**config.mk**
```make
export PLATFORM = sky130hd
export DESIGN_NAME = sipo_reg_rx
export DESIGN_NICKNAME = d
export VERILOG_FILES = /design/src/rtl/sipo_reg_rx.sv
export SDC_FILE = /design/constraint.sdc
export NUM_CORES = 1
export LEC_CHECK = 0
export ABC_CLOCK_PERIOD_IN_PS = 1900
export BUFFER_PORTS_ARGS = -buffer_cell sky130_fd_sc_hd__buf_2
export CAP_MARGIN = 20
export CORE_MARGIN = 1
export CORE_UTILIZATION = 50
export DETAILED_ROUTE_END_ITERATION = 12
export PLACE_DENSITY_LB_ADDON = 0.1
export SETUP_SLACK_MARGIN = 0.5
export SKIP_LAST_GASP = 1
export SYNTH_ARGS = -nofsm -noshare
export SYNTH_HDL_FRONTEND = slang
export SYNTH_SLANG_ARGS = --single-unit
```
**constraint.sdc**
```tcl
create_clock -name BaudOut -period 1.9 [get_ports BaudOut]
set_input_delay 0.095 -clock BaudOut [delete_from_list [all_inputs] [get_ports BaudOut]]
set_output_delay 0.095 -clock BaudOut [all_outputs]
set_load 0.01 [all_outputs]
```
**src/rtl/sipo_reg_rx.sv**
```systemverilog
// Purpose : UART receive deserializer. 16x oversampled start detect, 7/8 data bits LSB first,
//           optional odd/even parity, 1/2 stop bits, parallel word plus status flags.
// Latency : line fall to start edge E0 is 2-3 cycles; rx_done is high the cycle after E0 + 8 + 16*(F-1).
// Backpr. : none. rx_done is a single-cycle strobe and outputs hold until the next completed frame.
//
// Ports:
//   BaudOut      - 16x bit-rate clock, rising edge
//   rst          - asynchronous active-low reset
//   data_tx      - serial line, idle high, asynchronous to BaudOut
//   parity_type  - 00/11 none, 01 odd, 10 even (latched at start edge)
//   stop_bits    - 0 one stop bit, 1 two stop bits (latched at start edge)
//   data_length  - 0 seven data bits, 1 eight data bits (latched at start edge)
//   data_parll   - received word, bit 7 zero in 7-bit mode
//   rx_active    - frame reception in progress
//   rx_done      - one-cycle frame complete strobe
//   parity_error - parity mismatch in last frame
//   stop_error   - a stop bit sampled low in last frame
module sipo_reg_rx #(
    parameter int OVERSAMPLE = 16
) (
    input  logic       BaudOut,
    input  logic       rst,
    input  logic       data_tx,
    input  logic [1:0] parity_type,
    input  logic       stop_bits,
    input  logic       data_length,
    output logic [7:0] data_parll,
    output logic       rx_active,
    output logic       rx_done,
    output logic       parity_error,
    output logic       stop_error
);

    localparam int            TW  = $clog2(OVERSAMPLE);
    // Tick value seen just before the mid-bit edge (E0 + 8 + 16k).
    localparam logic [TW-1:0] MID = TW'(OVERSAMPLE / 2 - 1);

    typedef enum logic [2:0] {
        S_IDLE,
        S_START,
        S_DATA,
        S_PARITY,
        S_STOP
    } state_t;

    state_t        r_state;
    logic          r_sync1;
    logic          r_sync2;
    logic          r_prev;
    logic [TW-1:0] r_tick;
    logic [2:0]    r_bit;
    logic          r_len8;
    logic [1:0]    r_ptype;
    logic          r_stop2;
    logic [7:0]    r_shift;
    logic          r_par_acc;
    logic          r_stop_acc;
    logic [7:0]    r_data;
    logic          r_active;
    logic          r_done;
    logic          r_par_err;
    logic          r_stop_err;

    logic          w_sample;
    logic          w_fall;
    logic          w_mid;
    logic [2:0]    w_last_data;
    logic          w_par_err;

    assign w_sample    = r_sync2;
    // Needs a high level before the low one, so a held-low line never re-triggers.
    assign w_fall      = r_prev & ~r_sync2;
    assign w_mid       = (r_tick == MID);
    assign w_last_data = r_len8 ? 3'd7 : 3'd6;

    // r_par_acc holds XOR of data bits and received parity bit.
    always_comb begin
        w_par_err = 1'b0;
        case (r_ptype)
            2'b01:   w_par_err = ~r_par_acc;
            2'b10:   w_par_err = r_par_acc;
            default: w_par_err = 1'b0;
        endcase
    end

    always_ff @(posedge BaudOut or negedge rst) begin
        if (!rst) begin
            r_state    <= S_IDLE;
            r_sync1    <= 1'b1;
            r_sync2    <= 1'b1;
            r_prev     <= 1'b1;
            r_tick     <= '0;
            r_bit      <= '0;
            r_len8     <= 1'b0;
            r_ptype    <= 2'b00;
            r_stop2    <= 1'b0;
            r_shift    <= '0;
            r_par_acc  <= 1'b0;
            r_stop_acc <= 1'b0;
            r_data     <= '0;
            r_active   <= 1'b0;
            r_done     <= 1'b0;
            r_par_err  <= 1'b0;
            r_stop_err <= 1'b0;
        end else begin
            r_sync1 <= data_tx;
            r_sync2 <= r_sync1;
            r_prev  <= r_sync2;
            r_done  <= 1'b0;

            if (r_state == S_IDLE) begin
                if (w_fall) begin
                    r_state    <= S_START;
                    r_tick     <= '0;
                    r_bit      <= '0;
                    r_active   <= 1'b1;
                    r_len8     <= data_length;
                    r_ptype    <= parity_type;
                    r_stop2    <= stop_bits;
                    r_shift    <= '0;
                    r_par_acc  <= 1'b0;
                    r_stop_acc <= 1'b0;
                end
            end else begin
                r_tick <= r_tick + TW'(1);
                if (w_mid) begin
                    case (r_state)
                        S_START: begin
                            if (w_sample) begin
                                // False start: abandon quietly, outputs untouched.
                                r_state  <= S_IDLE;
                                r_active <= 1'b0;
                            end else begin
                                r_state <= S_DATA;
                                r_bit   <= '0;
                            end
                        end
                        S_DATA: begin
                            r_shift[r_bit] <= w_sample;
                            r_par_acc      <= r_par_acc ^ w_sample;
                            if (r_bit == w_last_data) begin
                                r_bit   <= '0;
                                r_state <= (r_ptype == 2'b01 || r_ptype == 2'b10) ? S_PARITY : S_STOP;
                            end else begin
                                r_bit <= r_bit + 3'd1;
                            end
                        end
                        S_PARITY: begin
                            r_par_acc <= r_par_acc ^ w_sample;
                            r_state   <= S_STOP;
                        end
                        S_STOP: begin
                            if (r_bit == {2'b00, r_stop2}) begin
                                // Last sample: publish the frame, back to IDLE at mid stop bit.
                                r_data     <= r_len8 ? r_shift : {1'b0, r_shift[6:0]};
                                r_par_err  <= w_par_err;
                                r_stop_err <= r_stop_acc | ~w_sample;
                                r_done     <= 1'b1;
                                r_active   <= 1'b0;
                                r_state    <= S_IDLE;
                            end else begin
                                r_stop_acc <= r_stop_acc | ~w_sample;
                                r_bit      <= r_bit + 3'd1;
                            end
                        end
                        default: r_state <= S_IDLE;
                    endcase
                end
            end
        end
    end

    assign data_parll   = r_data;
    assign rx_active    = r_active;
    assign rx_done      = r_done;
    assign parity_error = r_par_err;
    assign stop_error   = r_stop_err;

endmodule

```
==> flow_summary.yaml, run 1 <==
synthesis:
  synth_area_leaders: "dfrtp_1, mux2_2, dfstp_2"
  synth.distinct_cells: 43
  synth_commonest_cells: "dfrtp_1, nand2_1, o21ai_0, nand3_1"
  syn-cell-area_mm2: 0.001931
  synth_ff_type: "dfrtp_1"
  syn_avg_cell_area_um2: 10.38
  yosysWarnings: 0
  synth-edff-count: 0
  synth_fp_nets: 197
  syn_inst: 186
  async_flop_share_pct: 100.0
  netlist.area_leader.share_pct: 46.66
  ys_seq_elements: 39
  synth.most_common_cell: "dfrtp_1"
  synth_largest_area_cell: "dfrtp_1"
  synth.yosys.seq_area_share_pct: 50.75
critical_path:
  rr_startpoint: "r_state[1]$_DFFE_PN0P_"
  ff2ff_setup_slack_ps: 230
  critPathRequiredTime_ps: 2100
  start_kind: "flop"
  r2r-end: "r_bit[1]$_DFFE_PN0P_"
  cp_max_fo: 6
  reg2reg_depth: 4
  criticalPathCategory: "flop to flop"
  cp.arrival_ps: 1870
  end_kind: "flop"
global_route:
  globalRoute.totalOverflow: 0
  met2_usage_pct: 40.43
  grt_pass1_vias: 1674
  grt_start_max_net_pins: 40
  met3_usage_pct: 5.893
  grt_most_used_layer: "met2"
  grt_use_total_pct: 25.46
  met1_usage_pct: 33.76
  antenna_found_initial: 0
  grt_pass1_wl_um: 7886
sta:
  fin_crit_ps: 1675
  setup_viol: 0
  tns_ps: 0
  hold_viol: 0
  slew_viol_final: 0
  grt_setup_unrepaired: "yes"
  relSlewSlack_pct: 42.31
  min_period_over_period_pct: 88.14
  holdWs_ps: 23.28
  max_clock_freq_mhz: 597.1
  finalClockSkew_ps: 6.042
  tightestPinTransition_ps: 865.3
  layout_setup_ws_ps: 225.4
cts:
  cts_tree: "yes"
  cts_buffers: 5
  htree_levels: 2
  cts_root_buf: "clkbuf_8"
  cts.clk_slew.worst_paths_ps: 70
  cts_buffer_depth: 2
  clock-sinks: 39
  clk_latency_ps: 290
routing:
  drt-pass1-iter-count: 4
  avgRoutedWirePerCell_um: 17.20
  route.detailed.drc: 0
  wirelength_um: 4936
  vias: 1658
  vias_per_cell: 5.777
  ant_nets: 0
  drt_iter0_drc: 74
floorplanning:
  die_w_um: 64.14
  die_area_mm2: 0.004114
  rows: 22
  initial_core_util_pct: 52.34
  die_h_um: 64.14
  core_mm2: 0.003689
  io_pins: 19
finish:
  fillCellCount: 277
  multi_input_area_mm2: 0.001077
  regArea_um2: 985.9
  final_nets: 249
  antennaDiodeCount: 0
  syn_to_final_growth_pct: 38.50
  drive_gt1_share_pct: 43.51
  fin_cells: 287
place:
  dp.cells: 249
  place_ws_ps: 114.5
  gp_congestion: 0.8683
  dp.final_hpwl_um: 2802
  portBuffers: 18
power:
  leakage_nw: 1.210
  power.density_mw_per_mm2: 1203
  ir_drop_mv: 0.5773
run:
  drv_cap: 0
worst_hold_path:
  worstHoldPathType: "input port to flop"
  hold_path_end: "r_stop2$_DFFE_PN0P_"
  min_from: "stop_bits"
  whs_path_depth: 3
run_status:
  status: "finished clean"
-- where the power goes --
part	internal, mW	switching (mW)
clock network	0.331	0.278
logic	0.675	0.765
registers	0.996	0.172
-- critical path, cell delays in order (launching register included) --
cell and delay (ps):
dfrtp_2 470, buf_8 150, o31ai_1 460, and3_4 270, mux2i_1 220
-- cells in the final DEF, fill, tap and decap left out, drive strengths merged, types with 2 or more instances in the layout --
| cell type | n |
|---|---|
| a21o | 2 |
| a22o | 2 |
| a31oi | 3 |
| a32o | 2 |
| buf | 52 |
| clkbuf | 8 |
| dfrtp | 36 |
| dfstp | 3 |
| dlygate4sd3 | 3 |
| ha | 4 |
| inv | 7 |
| mux2 | 10 |
| mux2i | 4 |
| nand2 | 20 |
| nand2b | 6 |
| nand3 | 14 |
| nand4 | 5 |
| nor2 | 11 |
| nor3 | 4 |
| o21ai | 15 |
| o2bb2ai | 4 |
| or2 | 2 |
| xnor2 | 2 |
| xor2 | 4 |
-- state kept, by name (all words and copies together) (netlist names), 2 cells and up --
name / cells
r_ptype: 2
r_tick: 4
data_parll: 8
r_shift: 8
r_state: 3
r_bit: 3
-- cells by family after synthesis --
kind of cell / after synthesis / synth area share (%)
and+or+nand+nor: 68 / 18.47
buffers and inverters: 18 / 4.213
DFF: 39 / 50.75
muxes: 14 / 7.907
xor gates and xnor gates: 6 / 2.722
AOI/OAI and AO/OA: 37 / 13.35
adders and majority gates: 4 / 2.592
-- final cells by class --
cell class                 count  share of cell area [%]
timing repair buffer          55                   15.86
sequential                    39                   36.87
inverter                       7                  0.9827
tap                           48                   2.246
clock buffer                   8                   3.744
multi-input combinational    130                   40.29
-- worst max path at each step --
stage	endpoint	startpoint	depth (start not counted)
finish	r_bit[1]$_DFFE_PN0P_	r_state[1]$_DFFE_PN0P_	4
global route	r_shift[1]$_DFFE_PN0P_	r_tick[0]$_DFFE_PN0P_	7
CTS	data_parll[4]$_DFFE_PN0P_	r_tick[1]$_DFFE_PN0P_	6
detailed placement	data_parll[5]$_DFFE_PN0P_	r_tick[0]$_DFFE_PN0P_	6
global placement	parity_error$_DFFE_PN0P_	r_tick[0]$_DFFE_PN0P_	6
floorplan	data_parll[0]$_DFFE_PN0P_	r_tick[0]$_DFFE_PN0P_	6
-- metal layers --
| layer | part of all wire (%) | wire length, µm |
|---|---|---|
| met1 | 44 | 2162 |
| met2 | 49 | 2413 |
| met3 | 5.2 | 259 |
| met4 | 2.0 | 101 |
| met5 | 0 | 0 |
-- timing repair --
item | in CTS | in global routing
setup endpoints to repair | 32 | 33
endpoints found under the hold margin | 38 | 0
gates resized for setup | 45 | 11
cloned | 1 | 0
setup buffers | 21 | 5
pin swaps | 15 | 11
hold buffers | 3 | 0
-- per-stage QoR --
stage | power, mW | cell area (µm²) | util (%)
5_1_grt | 3.396 | 2674 | 72.49
2_1_floorplan | 1.836 | 1974 | -
4_1_cts | 3.020 | 2562 | 69.47
3_3_place_gp | 2.039 | 2110 | 57.19
6_report | 3.217 | 2674 | 72.49
3_5_place_dp | 2.070 | 2110 | 57.19
Power figures use the tool's default switching activity.
==> run 2: changes to the inputs <==
ABC_CLOCK_PERIOD_IN_PS = 1700   (was 1900)
GPL_ROUTABILITY_DRIVEN = 1   (was default)
clock period = 1.7 ns   (was 1.9 ns; I/O delays follow)
==> flow_summary.yaml, run 2 (same netlist as run 1, synthesis figures left out) <==
run_status:
  status: "finished clean"
sta:
  slew_viol_final: 0
  max_clock_freq_mhz: 590.2
  finalClockSkew_ps: 5.312
  tightestPinTransition_ps: 701.7
  hold_viol: 0
  min_period_over_period_pct: 99.67
  grt_setup_unrepaired: "yes"
  relSlewSlack_pct: 53.22
  holdWs_ps: 9.104
  setup_viol: 0
  tns_ps: 0
  layout_setup_ws_ps: 5.577
  fin_crit_ps: 1694
critical_path:
  criticalPathCategory: "flop to flop"
  cpMaxStageDelayCell: "dfrtp_1"
  reg2reg_depth: 7
  worstSetupStartpoint: "r_tick[1]$_DFFE_PN0P_"
  start_kind: "flop"
  cp.arrival_ps: 1880
  ff2ff_setup_slack_ps: 6
  r2r-end: "r_shift[2]$_DFFE_PN0P_"
  cp_max_fo: 6
  crit_chain: "ha_2 > and3b_2 > buf_4 > nand4_1 > buf_4 > nor2_4 > a32o_1"
  end_kind: "flop"
  cp_common_cell: "buf_4"
  rr_startpoint: "r_tick[1]$_DFFE_PN0P_"
  max_stage_delay_ps: 410
  critPathRequiredTime_ps: 1880
global_route:
  grt_start_max_net_pins: 32
  grt_use_total_pct: 27.14
  globalRoute.totalOverflow: 0
  grt_pass1_vias: 1710
  grt_pass1_wl_um: 8362
  antenna_found_initial: 0
finish:
  post-route-util_pct: 71.88
  antennaDiodeCount: 0
  layout_commonest_cell: "dfrtp_1"
  multi_input_area_mm2: 0.001017
  syn_to_final_growth_pct: 37.33
  fillCellCount: 259
  fin_cells: 289
  regArea_um2: 983.4
  final_nets: 251
  mostFrequentLayoutCells: "dfrtp_1, buf_4, buf_2, nand2_1, nand3_1"
  drive_gt1_share_pct: 42.74
place:
  dp.cells: 257
  gp_congestion: 0.8771
  place_ws_ps: -47.23
  portBuffers: 18
  dp.final_hpwl_um: 3094
worst_hold_path:
  hold_path_end: "r_ptype[1]$_DFFE_PN0P_"
  worstHoldPathType: "input port to flop"
  min_from: "parity_type[1]"
  whs_path_depth: 3
routing:
  wirelength_um: 5093
  ant_nets: 0
  vias: 1732
  drt-pass1-iter-count: 7
  avgRoutedWirePerCell_um: 17.62
  vias_per_cell: 5.993
  route.detailed.drc: 0
  drt_iter0_drc: 154
run:
  drv_cap: 0
power:
  power.density_mw_per_mm2: 1435
  ir_drop_mv: 0.9563
  leakage_nw: 1.215
floorplanning:
  die_h_um: 64.14
  core_mm2: 0.003689
  die_w_um: 64.14
  initial_core_util_pct: 52.34
  io_pins: 19
  rows: 22
  die_area_mm2: 0.004114
cts:
  cts_root_buf: "clkbuf_8"
  cts_tree: "yes"
  clock-sinks: 39
  clk_latency_ps: 290
  cts_buffer_depth: 2
  cts_buffers: 5
  cts.clk_slew.worst_paths_ps: 80
  htree_levels: 2
-- run 2: layer usage --
metal,track usage [%],vias to the layer above,wire (µm)
met5,0,-,0
met4,8.333,0,91
met3,4.464,18,325
met2,44.28,85,2512
met1,37.05,858,2164
li1,-,771,-
-- run 2: worst max-delay path by stage --
stage / endpoint / cells after the start / slack, ps
6_report: r_shift[2]$_DFFE_PN0P_ / 7 / 6
3_5_place_dp: data_parll[4]$_DFFE_PN0P_ / 6 / -50
4_1_cts: data_parll[4]$_DFFE_PN0P_ / 6 / 60
2_1_floorplan: data_parll[0]$_DFFE_PN0P_ / 6 / -60
5_1_grt: r_bit[1]$_DFFE_PN0P_ / 6 / -60
3_3_place_gp: data_parll[5]$_DFFE_PN0P_ / 6 / 30
-- run 2: repair_timing --
action	CTS	global route
hold buffers	4	0
hold endpoints to repair	30	0
resized for setup	32	8
pin swaps	10	5
setup endpoints to repair	34	36
buffers inserted	12	6
gates cloned	2	0
-- run 2: area by class of cell --
class	count	area share, %
timing repair buffer	57	16.14
multi-input combinational	130	38.37
inverter	7	0.9910
tap	48	2.265
clock inverter	3	2.548
sequential	39	37.09
clock buffer	5	2.596
-- run 2: where the power goes --
part	switching, mW	internal (mW)
clock network	0.351	0.586
logic	0.834	0.727
registers	0.198	1.11
total	1.38	2.42
-- run 2: per-stage QoR --
| stage | cell area, µm² | power, mW |
|---|---|---|
| after global routing | 2651 | 4.001 |
| final | 2651 | 3.806 |
| after floorplan | 2009 | 2.125 |
| after CTS | 2581 | 3.671 |
| after global placement | 2202 | 2.387 |
| after detailed placement | 2202 | 2.433 |
-- run 2: worst max-delay path, delay by kind of cell (launching register included) --
family / cells / cell delay [ps]
fa+ha+maj: 1 / 210
flops: 1 / 410
buf+inv: 2 / 310
compound gates: 1 / 260
simple gates: 3 / 400
